==> config.mk <==
export PLATFORM = sky130hd
export DESIGN_NAME = led_matrix_tx_flat
export DESIGN_NICKNAME = d
export VERILOG_FILES = /design/src/rtl/led_matrix_tx_if.sv /design/src/rtl/led_matrix_tx.sv /design/src/flat_wrapper.sv
export SDC_FILE = /design/constraint.sdc
export NUM_CORES = 1
export LEC_CHECK = 0
export BUFFER_PORTS_ARGS = -buffer_cell sky130_fd_sc_hd__buf_2
export CORE_MARGIN = 2
export CORE_UTILIZATION = 56
export DETAILED_ROUTE_END_ITERATION = 8
export GPL_TIMING_DRIVEN = 0
export PLACE_DENSITY = 0.78
export REMOVE_ABC_BUFFERS = 1
export SLEW_MARGIN = 0
export SYNTH_ARGS = -nofsm -noshare
export SYNTH_HDL_FRONTEND = slang
export SYNTH_SLANG_ARGS = --single-unit
export TNS_END_PERCENT = 100
==> constraint.sdc <==
create_clock -name clk -period 5.75 [get_ports clk]
set_input_delay 1.15 -clock clk [delete_from_list [all_inputs] [get_ports clk]]
set_output_delay 1.15 -clock clk [all_outputs]
set_load 0.1 [all_outputs]
==> src/rtl/led_matrix_tx_if.sv <==
// Word handshake between a producer and the LED matrix serializer.
// The producer offers data/latch with valid; the serializer answers with ready.
interface led_matrix_tx_if #(
    parameter int DATA_W = 16
);
    logic [DATA_W-1:0] data;
    logic              latch;
    logic              valid;
    logic              ready;

    modport master (output data, output latch, output valid, input ready);
    modport slave  (input data, input latch, input valid, output ready);
endinterface

==> src/rtl/led_matrix_tx.sv <==
// Serializer for the LED matrix driver load interface (din, dclk, strobe).
// Words are shifted out MSB-first; each bit spends DIV cycles with dclk low
// (setup) and DIV cycles with dclk high (hold). An optional strobe pulse of
// DIV cycles follows the last bit to latch the receiver's shift register.
module led_matrix_tx #(
    parameter int DATA_W = 16,
    parameter int DIV    = 4
) (
    input  logic             clk,
    input  logic             rst_n,
    input  logic             ena,
    led_matrix_tx_if.slave   bus,
    output logic             din,
    output logic             dclk,
    output logic             strobe,
    output logic             busy
);
    localparam int PH_W  = $clog2(DIV) + 1;
    localparam int BIT_W = $clog2(DATA_W) + 1;
    localparam logic [PH_W-1:0]  PH_LOAD  = PH_W'(DIV - 1);
    localparam logic [BIT_W-1:0] BIT_LOAD = BIT_W'(DATA_W - 1);

    typedef enum logic [1:0] {IDLE, LOW, HIGH, STROB} state_t;

    state_t              state_q;
    logic [DATA_W-1:0]   shift_q;
    logic [DATA_W-1:0]   shift_d;
    logic [BIT_W-1:0]    bit_q;
    logic [PH_W-1:0]     phase_q;
    logic                latch_flag_q;
    logic                din_q;
    logic                dclk_q;
    logic                strobe_q;

    // Next shift register contents when advancing to the following bit.
    assign shift_d = shift_q << 1;

    // NOTE: ready is combinational so it drops in the same cycle ena or rst_n
    // goes low; it only depends on registered state plus those two inputs.
    assign bus.ready = rst_n && ena && (state_q == IDLE);

    assign din    = din_q;
    assign dclk   = dclk_q;
    assign strobe = strobe_q;
    assign busy   = (state_q != IDLE);

    // Transfer FSM with registered serial outputs; ena low freezes everything.
    always_ff @(posedge clk or negedge rst_n) begin
        if (!rst_n) begin
            state_q      <= IDLE;
            shift_q      <= '0;
            bit_q        <= '0;
            phase_q      <= '0;
            latch_flag_q <= 1'b0;
            din_q        <= 1'b0;
            dclk_q       <= 1'b0;
            strobe_q     <= 1'b0;
        end else if (ena) begin
            // NOTE: non-blocking assignments throughout, so every branch sees
            // the pre-edge values of state and counters.
            case (state_q)
                IDLE: begin
                    if (bus.valid) begin
                        shift_q      <= bus.data;
                        latch_flag_q <= bus.latch;
                        bit_q        <= BIT_LOAD;
                        phase_q      <= PH_LOAD;
                        din_q        <= bus.data[DATA_W-1];
                        state_q      <= LOW;
                    end
                end
                LOW: begin
                    if (phase_q == '0) begin
                        phase_q <= PH_LOAD;
                        dclk_q  <= 1'b1;
                        state_q <= HIGH;
                    end else begin
                        phase_q <= phase_q - PH_W'(1);
                    end
                end
                HIGH: begin
                    if (phase_q == '0) begin
                        phase_q <= PH_LOAD;
                        dclk_q  <= 1'b0;
                        if (bit_q != '0) begin
                            shift_q <= shift_d;
                            bit_q   <= bit_q - BIT_W'(1);
                            din_q   <= shift_d[DATA_W-1];
                            state_q <= LOW;
                        end else if (latch_flag_q) begin
                            din_q    <= 1'b0;
                            strobe_q <= 1'b1;
                            state_q  <= STROB;
                        end else begin
                            din_q   <= 1'b0;
                            state_q <= IDLE;
                        end
                    end else begin
                        phase_q <= phase_q - PH_W'(1);
                    end
                end
                STROB: begin
                    if (phase_q == '0) begin
                        strobe_q <= 1'b0;
                        state_q  <= IDLE;
                    end else begin
                        phase_q <= phase_q - PH_W'(1);
                    end
                end
                default: state_q <= IDLE;
            endcase
        end
    end
endmodule

==> src/flat_wrapper.sv <==
// flat-port wrapper written by rule: the top's interface ports become plain ports
module led_matrix_tx_flat 
#(
    parameter int DATA_W = 16,
    parameter int DIV    = 4
)
  (clk, rst_n, ena, din, dclk, strobe, busy, bus_data, bus_latch, bus_valid, bus_ready);
  led_matrix_tx_if #(.DATA_W(DATA_W)) bus_i ();
  input  logic clk;
  input  logic rst_n;
  input  logic ena;
  output logic din;
  output logic dclk;
  output logic strobe;
  output logic busy;
  input wire logic [$bits(bus_i.data)-1:0] bus_data;
  input wire logic [$bits(bus_i.latch)-1:0] bus_latch;
  input wire logic [$bits(bus_i.valid)-1:0] bus_valid;
  output wire logic [$bits(bus_i.ready)-1:0] bus_ready;
  assign bus_i.data = bus_data;
  assign bus_i.latch = bus_latch;
  assign bus_i.valid = bus_valid;
  assign bus_ready = bus_i.ready;
  led_matrix_tx #(.DATA_W(DATA_W), .DIV(DIV)) u_core (.clk(clk), .rst_n(rst_n), .ena(ena), .bus(bus_i), .din(din), .dclk(dclk), .strobe(strobe), .busy(busy));
endmodule
==> impl_metrics.env, run 1 <==
export IMPL_status="finished clean"
export IMPL_design_area_mm2=0.00200
export IMPL_fin_crit_sh=0.638
export IMPL_avgSynthCellArea_um2=8.59
export IMPL_grt_overflow_total=0
export IMPL_slowest_delay_ns=0.91
export IMPL_dr_pass1_iters=4
export IMPL_cts_resized=0
export IMPL_fin_tns_setup_ns=0
export IMPL_drtIter0Drc=83
export IMPL_ys_flop_type="dfrtp_1"
export IMPL_postCtsSetupRepairBufs=0
export IMPL_power_density_mw_per_mm2=611
export IMPL_grt_max_degree=42
export IMPL_port_buffers=25
export IMPL_clock_sinks=29
export IMPL_die_area_mm2=0.00373
export IMPL_dpl_cell_area_mm2=0.00193
export IMPL_leakagePower_nw=0.924
export IMPL_yosys_area_share_simple=0.127
export IMPL_cts_htree_levels=2
export IMPL_maxCapViolCount=0
export IMPL_holdWs_ns=0.510
export IMPL_fp_coreArea_mm2=0.00308
export IMPL_drt_antenna_violating_nets=0
export IMPL_cts_tree="done"
export IMPL_netlist_cell_type_count=35
export IMPL_synthAdderAreaFrac=0.0481
export IMPL_ys_seq_area_frac=0.398
export IMPL_grt_pass1_wl_um=6850
export IMPL_stdcell_count=274
export IMPL_synth_top_family_by_area="compound AO/OA/AOI/OAI gates"
export IMPL_die_w_um=61.0
export IMPL_holdBufCountCts=0
export IMPL_layout_drive_gt1_share=0.183
export IMPL_crit_family="adder cells"
export IMPL_grt_pass1_vias=1554
export IMPL_hp_class="reg2reg"
export IMPL_die_h_um=61.0
export IMPL_drc_errors=0
export IMPL_fin_crit_ns=3.67
export IMPL_fp_row_count=20
export IMPL_syn_to_final_growth_pct=9.68
export IMPL_synth_edf_count=0
export IMPL_hold_viol=0
export IMPL_path_buf_inv=2
export IMPL_path_max_fanout=35
export IMPL_clock_latency_ns=0.35
export IMPL_antenna_found_initial=0
export IMPL_synthMuxAreaShare=0.0124
export IMPL_clk_pin_slew_ns=0.09
export IMPL_setup_viol=0
export IMPL_dp_cells=266
export IMPL_nets=257
export IMPL_worst_setup_path_type="reg2out"
export IMPL_critPathRequiredTime_ns=4.60
export IMPL_syn_inst=212
export IMPL_synth_warnings=0
export IMPL_vias_per_cell=5.96
export IMPL_synth_async_reset_ratio=1.00
export IMPL_place_gp_congestion=0.747
export IMPL_antenna_cells=0
export IMPL_yosys_register_bits=29
export IMPL_synth_area_mm2=0.00182
export IMPL_timing_slew_headroom=0.251
export IMPL_end_kind="output port"
export IMPL_crit_arrival_ns=2.52
export IMPL_vias=1634
export IMPL_rsz0062_at_grt="false"
export IMPL_io_pins=26
export IMPL_clk_root_buffer_cell="clkbuf_4"
export IMPL_track_usage=0.251
export IMPL_irDropWorstVdd_v=0.000284
export IMPL_cp_slowest_cell="ha_1"
export IMPL_wire_per_inst_um=14.4
export IMPL_worstMarginPinSlew_ns=1.12
export IMPL_finalMaxSlewViolations=0
export IMPL_cts_buffers=5
export IMPL_nFillCells=293
export IMPL_synth_compound_area_frac=0.323
export IMPL_clockBufferDepth=2
export IMPL_routed_wirelength_um=3960
export IMPL_synthXorXnorAreaFrac=0
export IMPL_startpoint_type="flip-flop"
export IMPL_crit_chain="inv_1 -> ha_1 -> and3_1 -> buf_2"
export IMPL_start_util=0.592
export IMPL_fmax_mhz=273
export IMPL_dp_hpwl_um=2540
export IMPL_skew_ns=0.00486
[worst reg2reg max path, delay by kind of cell (launching register included)]
kind                       cells  cell delay [ns]
AOI/OAI and AO/OA              1             0.71
and+or+nand+nor                2             0.53
buffers and inverters          1             0.09
DFF                            1             0.44
adders and majority gates      1             0.59
muxes                          1             0.36
[synth_stat cells, types with 4 or more instances]
library cell | n | share of area
buf_2 | 4 | 0.011
a21oi_1 | 22 | 0.060
nor2_1 | 19 | 0.039
nand2_1 | 10 | 0.021
ha_1 | 7 | 0.048
clkbuf_1 | 9 | 0.019
inv_1 | 23 | 0.047
o22ai_1 | 28 | 0.096
a31oi_1 | 17 | 0.058
o21ai_0 | 6 | 0.016
dfrtp_1 | 29 | 0.40
[metrics by stage]
stage / util / worst slack [ns] / total power, W
after floorplan: - / 2.52 / 0.000932
after global placement: 0.626 / 2.23 / 0.00105
after detailed placement: 0.626 / 2.22 / 0.00107
after CTS: 0.648 / 2.07 / 0.00122
after global routing: 0.649 / 1.87 / 0.00133
final: 0.649 / 2.08 / 0.00122
[logic make-up after synthesis]
logic type | Yosys count
buffers and inverters | 39
DFF | 29
AOI/OAI and AO/OA | 88
and+or+nand+nor | 47
adders and majority gates | 7
muxes | 2
[registers in the layout, indices dropped and copies added, names as in the netlist]
| name | cells |
|---|---|
| u_core.shift_q | 15 |
| u_core.bit_q | 5 |
| u_core.phase_q | 3 |
| u_core.state_q | 2 |
| u_core.dclk | 1 |
| u_core.din | 1 |
| u_core.latch_flag_q | 1 |
| u_core.strobe | 1 |
[metal layers]
metal	vias to the layer above	global-route usage	part of all wire
met5	-	0	0
met4	0	0.149	0.028
met3	12	0.0525	0.035
met2	33	0.397	0.46
met1	779	0.317	0.47
li1	810	-	-
[layout by cell type (no fill, tap or decap), types with 2 or more instances in the layout]
cell      Yosys  layout
a21oi_1      22      22
a22o_1        3       3
a31oi_1      17      17
and3_1        3       3
buf_2         4      25
clkbuf_4      0       5
clkbuf_8      0       2
dfrtp_1      29      29
ha_1          7       6
inv_1        23      23
mux2_1        2       2
nand2_1      10      10
nand2b_1      3       3
nand3_1       2       2
nor2_1       19      19
nor2b_1       2       2
nor3_1        2       2
o21ai_0       6       6
o21ai_1       3       3
o22a_1        2       2
o22ai_1      28      28
[area by class of cell]
class	count	area [um^2]	area share
timing repair buffer	25	125	0.0626
inverter	24	90.1	0.0451
sequential	29	726	0.363
clock inverter	1	5.00	0.00250
tap	44	55.1	0.0276
multi-input combinational	144	932	0.466
clock buffer	7	65.1	0.0326
[path summary, 6_finish.rpt]
path | from | to | slack [ns] | depth (start not counted)
setup / recovery | u_core.state_q[0] | bus_ready | 2.08 | 4
hold / removal | u_core.phase_q[2] | u_core.phase_q[2] | 0.51 | 1
setup reg to reg | u_core.state_q[0] | u_core.state_q[0] | 2.92 | 6
hold reg to reg | u_core.phase_q[2] | u_core.phase_q[2] | 0.51 | 1
max in group asynchronous | rst_n | u_core.phase_q[1] | 4.50 | 1
min in group asynchronous | rst_n | u_core.shift_q[13] | 0.82 | 1
[where the power goes]
group          switching (W)  total, W  leakage (nW)  internal (W)
logic               0.000447  0.000687         0.536      0.000239
clock network      0.0000778  0.000148        0.0413     0.0000707
registers          0.0000867  0.000385         0.347      0.000299
total               0.000612   0.00122         0.924      0.000609
No activity file was read; power rests on OpenSTA's default activity.
==> run 2, diff against run 1 <==
--- a/config.mk
+++ b/config.mk
@@ -5,12 +5,13 @@
 export SDC_FILE = /design/constraint.sdc
 export NUM_CORES = 1
 export LEC_CHECK = 0
+export ABC_AREA = 1
 export BUFFER_PORTS_ARGS = -buffer_cell sky130_fd_sc_hd__buf_2
 export CORE_MARGIN = 2
 export CORE_UTILIZATION = 56
 export DETAILED_ROUTE_END_ITERATION = 8
 export GPL_TIMING_DRIVEN = 0
-export PLACE_DENSITY = 0.78
+export PLACE_DENSITY = 0.79
 export REMOVE_ABC_BUFFERS = 1
 export SLEW_MARGIN = 0
 export SYNTH_ARGS = -nofsm -noshare
==> constraint.sdc (replaced) <==
create_clock -name clk -period 3.5 [get_ports clk]
set_input_delay 0.7 -clock clk [delete_from_list [all_inputs] [get_ports clk]]
set_output_delay 0.7 -clock clk [all_outputs]
set_load 0.1 [all_outputs]
==> run 2 against run 1 <==
Global-route usage shrank 1.2 points. Sequential share of layout area up 2.2 points. Largest power group unchanged. Flip-flop and latch count unchanged. Non-clock buffer count is the same. Critical path type unchanged. Core utilization fell by 1.7 points. Highest routed layer unchanged. Critical path depth is 1 higher. Largest cell class unchanged. Register-to-register slack got worse by 1.8 ns.
==> impl_metrics.env, run 2 <==
export IMPL_status="finished clean"
export IMPL_antenna_cells=0
export IMPL_irDropWorstVdd_v=0.000454
export IMPL_drc_errors=0
export IMPL_dp_hpwl_um=2210
export IMPL_skew_ns=0.00779
export IMPL_crit_arrival_ns=1.91
export IMPL_die_h_um=59.4
export IMPL_clock_latency_ns=0.33
export IMPL_clk_pin_slew_ns=0.09
export IMPL_path_max_fanout=6
export IMPL_fin_tns_setup_ns=0
export IMPL_synth_async_reset_ratio=1.00
export IMPL_hold_viol=0
export IMPL_nets=295
export IMPL_synth_top_cells_by_count="nand2_1, dfrtp_1, inv_1"
export IMPL_place_ws_ns=0.884
export IMPL_leakagePower_nw=1.10
export IMPL_timing_slew_headroom=0.335
export IMPL_fin_ws_ns=0.892
export IMPL_synth_area_leaders="dfrtp_1, nand2_1, ha_1"
export IMPL_worst_setup_path_type="reg2out"
export IMPL_yosysTopAreaCell="dfrtp_1"
export IMPL_synth_edf_count=0
export IMPL_routed_wirelength_um=3410
export IMPL_maxCapViolCount=0
export IMPL_synth_warnings=0
export IMPL_postCtsSetupRepairBufs=0
export IMPL_top_regs="u_core.shift_q (15), u_core.bit_q (5), u_core.phase_q (3)"
export IMPL_drt_antenna_violating_nets=0
export IMPL_grt_pass1_wl_um=6220
export IMPL_holdBufCountCts=0
export IMPL_track_usage=0.239
export IMPL_fp_coreArea_mm2=0.00298
export IMPL_synth_top_area_frac=0.422
export IMPL_startpoint_type="flip-flop"
export IMPL_antenna_found_initial=0
export IMPL_largest_reg_flops=15
export IMPL_port_buffers=25
export IMPL_hp_class="in2async"
export IMPL_synth_most_common_cell="nand2_1"
export IMPL_clock_sinks=29
export IMPL_layout_drive_gt1_share=0.149
export IMPL_fin_crit_ns=2.61
export IMPL_vias_per_cell=5.04
export IMPL_synth_area_mm2=0.00172
export IMPL_p_total_w=0.00168
export IMPL_die_area_mm2=0.00353
export IMPL_fp_row_count=20
export IMPL_layout_common_cells="nand2_1, dfrtp_1, buf_2"
export IMPL_setup_viol=0
export IMPL_place_gp_congestion=0.927
export IMPL_rsz0062_at_grt="false"
export IMPL_clockBufferDepth=2
export IMPL_wire_per_inst_um=11.3
export IMPL_worstMarginPinSlew_ns=0.997
export IMPL_avgSynthCellArea_um2=7.13
export IMPL_fmax_mhz=383
export IMPL_die_w_um=59.4
export IMPL_stdcell_count=301
export IMPL_cts_htree_levels=2
export IMPL_power_density_mw_per_mm2=892
export IMPL_netlist_cell_type_count=25
export IMPL_cts_tree="done"
export IMPL_final_common_cell="nand2_1"
export IMPL_dr_pass1_iters=4
export IMPL_end_kind="output port"
export IMPL_vias=1518
export IMPL_finalMaxSlewViolations=0
export IMPL_regMostFlops="u_core.shift_q"
export IMPL_start_util=0.577
export IMPL_drtIter0Drc=87
export IMPL_grt_pass1_vias=1497
export IMPL_cts_buffers=5
export IMPL_dp_cells=293
export IMPL_ys_flop_type="dfrtp_1"
export IMPL_cts_resized=0
export IMPL_grt_overflow_total=0
export IMPL_grt_max_degree=31
export IMPL_fin_crit_sh=0.745
export IMPL_critPathRequiredTime_ns=2.80
export IMPL_syn_to_final_growth_pct=9.61
export IMPL_io_pins=26
export IMPL_finalCoreUtilization=0.632
export IMPL_syn_inst=241
export IMPL_yosys_register_bits=29
export IMPL_clk_root_buffer_cell="clkbuf_4"
export IMPL_ys_seq_area_frac=0.422
[run 2: metal layers]
metal  share of wire  vias up  global-route usage
met5               0        -                   0
met4           0.016        0               0.123
met3           0.050        5              0.0502
met2            0.48       40               0.396
met1            0.46      681               0.293
li1                -      792                   -
[run 2: final timing paths]
kind / from / to / slack [ns] / cells after the start
worst max-delay path: u_core.state_q[0] / bus_ready / 0.89 / 5
worst min-delay path: rst_n / u_core.phase_q[1] / 0.40 / 1
worst max register to register: u_core.state_q[0] / u_core.shift_q[14] / 1.10 / 10
worst min register to register: u_core.shift_q[9] / u_core.shift_q[9] / 0.47 / 2
max in group asynchronous: rst_n / u_core.shift_q[0] / 2.65 / 1
min in group clk: u_core.shift_q[9] / u_core.shift_q[9] / 0.47 / 2
[run 2: cells by family (layout without fill, tap and decap cells)]
logic type,count (synthesis),in the layout,synth area share
mux,1,1,0.00655
buf+inv,29,56,0.0808
simple gates,162,162,0.390
compound gates,12,12,0.0444
flops,29,29,0.422
fa+ha+maj,7,7,0.0510
xor+xnor,1,1,0.00510
[run 2: critical path, cell delays in order (launching register included)]
cell,delay (ns)
dfrtp_1,0.44
inv_1,0.10
ha_1,0.31
inv_1,0.17
nor2_1,0.13
buf_2,0.43
[run 2: layout make-up]
type                    instances  area, um^2
inverters                      23        88.8
clock buffers                   8        48.8
fillers                       288        1090
multi-input cells             183         853
flip-flops and latches         29         726
repair buffers                 25         125
well taps                      33        41.3
[run 2: power breakdown]
group	total (W)	internal (W)	switching, W
registers	0.000583	0.000489	0.0000942
clock network	0.000194	0.0000799	0.000115
logic	0.000903	0.000254	0.000649
[run 2: stage by stage]
stage	instance area (um^2)	hold WS (ns)
2_1_floorplan	1670	0.404
3_3_place_gp	1830	0.453
3_5_place_dp	1830	0.459
4_1_cts	1880	0.405
5_1_grt	1880	0.443
6_report	1880	0.402
==> run 3, diff against run 2 <==
--- a/config.mk
+++ b/config.mk
@@ -8,10 +8,10 @@
 export ABC_AREA = 1
 export BUFFER_PORTS_ARGS = -buffer_cell sky130_fd_sc_hd__buf_2
 export CORE_MARGIN = 2
-export CORE_UTILIZATION = 56
+export CORE_UTILIZATION = 51
 export DETAILED_ROUTE_END_ITERATION = 8
 export GPL_TIMING_DRIVEN = 0
-export PLACE_DENSITY = 0.79
+export PLACE_DENSITY = 0.76
 export REMOVE_ABC_BUFFERS = 1
 export SLEW_MARGIN = 0
 export SYNTH_ARGS = -nofsm -noshare
==> constraint.sdc (replaced) <==
create_clock -name clk -period 2.3 [get_ports clk]
set_input_delay 0.46 -clock clk [delete_from_list [all_inputs] [get_ports clk]]
set_output_delay 0.46 -clock clk [all_outputs]
set_load 0.1 [all_outputs]
==> run 3 against run 2 <==
Sequential power rose by 52%. Register-to-register slack got worse by 0.86 ns. Hold slack got worse by 0.25 ns. Non-clock buffer count did not move. Critical endpoint unchanged.
==> impl_metrics.env, run 3 (synthesis gave the netlist of run 2 again) <==
export IMPL_status="finished clean"
export IMPL_finalCoreUtilization=0.583
export IMPL_cts_tree="done"
export IMPL_fp_row_count=21
export IMPL_port_buffers=25
export IMPL_drt_antenna_violating_nets=0
export IMPL_start_util=0.523
export IMPL_startpoint_type="flip-flop"
export IMPL_critPathRequiredTime_ns=1.84
export IMPL_rr_worst_depth=10
export IMPL_drc_errors=0
export IMPL_track_usage=0.203
export IMPL_die_area_mm2=0.00385
export IMPL_maxCapViolCount=0
export IMPL_regToRegSetupSlack_ns=0.24
export IMPL_dr_pass1_iters=4
export IMPL_grt_use_met2=0.339
export IMPL_regMostFlops="u_core.shift_q"
export IMPL_fin_crit_sh=0.922
export IMPL_place_gp_congestion=0.856
export IMPL_vias=1497
export IMPL_final_common_cell="nand2_1"
export IMPL_syn_to_final_growth_pct=11.5
export IMPL_antenna_cells=0
export IMPL_grt_use_met1=0.253
export IMPL_fin_crit_ns=2.12
export IMPL_die_w_um=62.0
export IMPL_largest_reg_flops=15
export IMPL_finalMaxSlewViolations=0
export IMPL_nets=295
export IMPL_irDropWorstVdd_v=0.000515
export IMPL_die_h_um=62.0
export IMPL_grt_max_degree=31
export IMPL_cts_htree_levels=2
export IMPL_r2r_end="u_core.shift_q[6]"
export IMPL_cts_buffers=5
export IMPL_fp_coreArea_mm2=0.00328
export IMPL_setup_viol=0
export IMPL_rsz0062_at_grt="false"
export IMPL_clock_sinks=29
export IMPL_fin_tns_setup_ns=0
export IMPL_io_pins=26
export IMPL_reg2reg_from="u_core.state_q[0]"
export IMPL_path_max_fanout=6
export IMPL_leakagePower_nw=1.10
export IMPL_clk_pin_slew_ns=0.10
export IMPL_top_regs="u_core.shift_q (15), u_core.bit_q (5), u_core.phase_q (3)"
export IMPL_fmax_mhz=472
export IMPL_clk_root_buffer_cell="clkbuf_4"
export IMPL_drtIter0Drc=80
export IMPL_postCtsSetupRepairBufs=0
export IMPL_hold_viol=0
export IMPL_grt_pass1_vias=1344
export IMPL_power_density_mw_per_mm2=1340
export IMPL_antenna_found_initial=0
export IMPL_wire_per_inst_um=10.5
export IMPL_worst_setup_path_type="reg2out"
export IMPL_end_kind="output port"
export IMPL_busiest_layer="met2"
export IMPL_clockBufferDepth=2
export IMPL_clock_latency_ns=0.33
export IMPL_grt_overflow_total=0
export IMPL_startpoint="u_core.state_q[1]"
export IMPL_grt_pass1_wl_um=5670
export IMPL_vias_per_cell=4.77
export IMPL_skew_ns=0.00671
export IMPL_routed_wirelength_um=3300
export IMPL_hp_class="in2async"
export IMPL_p_total_w=0.00256
export IMPL_timing_slew_headroom=0.560
export IMPL_holdWs_ns=0.150
export IMPL_gr_usage_met3=0.0497
export IMPL_dp_hpwl_um=2250
export IMPL_layout_common_cells="nand2_1, dfrtp_1, buf_2"
export IMPL_crit_arrival_ns=1.66
export IMPL_layout_drive_gt1_share=0.164
export IMPL_worstMarginPinSlew_ns=0.660
run 3: cell types whose count changed in the layout (fill, tap and decap cells not counted), sizes merged:
cell    delta
buf        -1
clkinv     +2
clkbuf     -1
run 3: per-layer routing:
layer | wire [um] | part of all wire
met5 | 0 | 0
met1 | 1550 | 0.47
met4 | 48 | 0.015
met3 | 139 | 0.042
met2 | 1560 | 0.47
run 3: worst max-delay path by stage:
stage | to | cells past startpoint | slack (ns)
after floorplan | bus_ready | 4 | -0.78
after global placement | u_core.shift_q[6] | 10 | -0.09
after detailed placement | u_core.shift_q[5] | 10 | -0.12
after CTS | busy | 4 | 0.03
after global routing | bus_ready | 5 | 0.04
final | bus_ready | 5 | 0.18
run 3: layout make-up:
cell class / count / area, um^2
fill: 343 / 1370
inverter: 23 / 88.8
tap: 46 / 57.6
timing repair buffer: 25 / 134
sequential: 29 / 726
clock buffer: 6 / 41.3
multi-input combinational: 183 / 858
clock inverter: 2 / 10.0
run 3: timing repair:
action / CTS / global route
setup endpoints to repair: 19 / 2
pin swaps: 0 / 0
hold buffers: 0 / 0
resized for setup: 2 / 3
run 3: worst max-delay path, cell delays in order, from the launching register on:
cell     delay, ns
dfrtp_1       0.42
inv_1         0.12
ha_2          0.26
inv_1         0.13
nor2_1        0.15
buf_6         0.24
run 3: report_power, final:
part | total (W) | switching (W) | internal (W)
logic | 0.00138 | 0.000976 | 0.000400
clock network | 0.000300 | 0.000184 | 0.000116
registers | 0.000888 | 0.000144 | 0.000744
run 3: metrics by stage:
stage / worst slack, ns / area [um^2] / std cells
after global routing: 0.0443 / 1920 / 314
after floorplan: -0.783 / 1670 / 235
after CTS: 0.0313 / 1910 / 314
after global placement: -0.0881 / 1850 / 306
final: 0.179 / 1920 / 314
after detailed placement: -0.124 / 1850 / 306
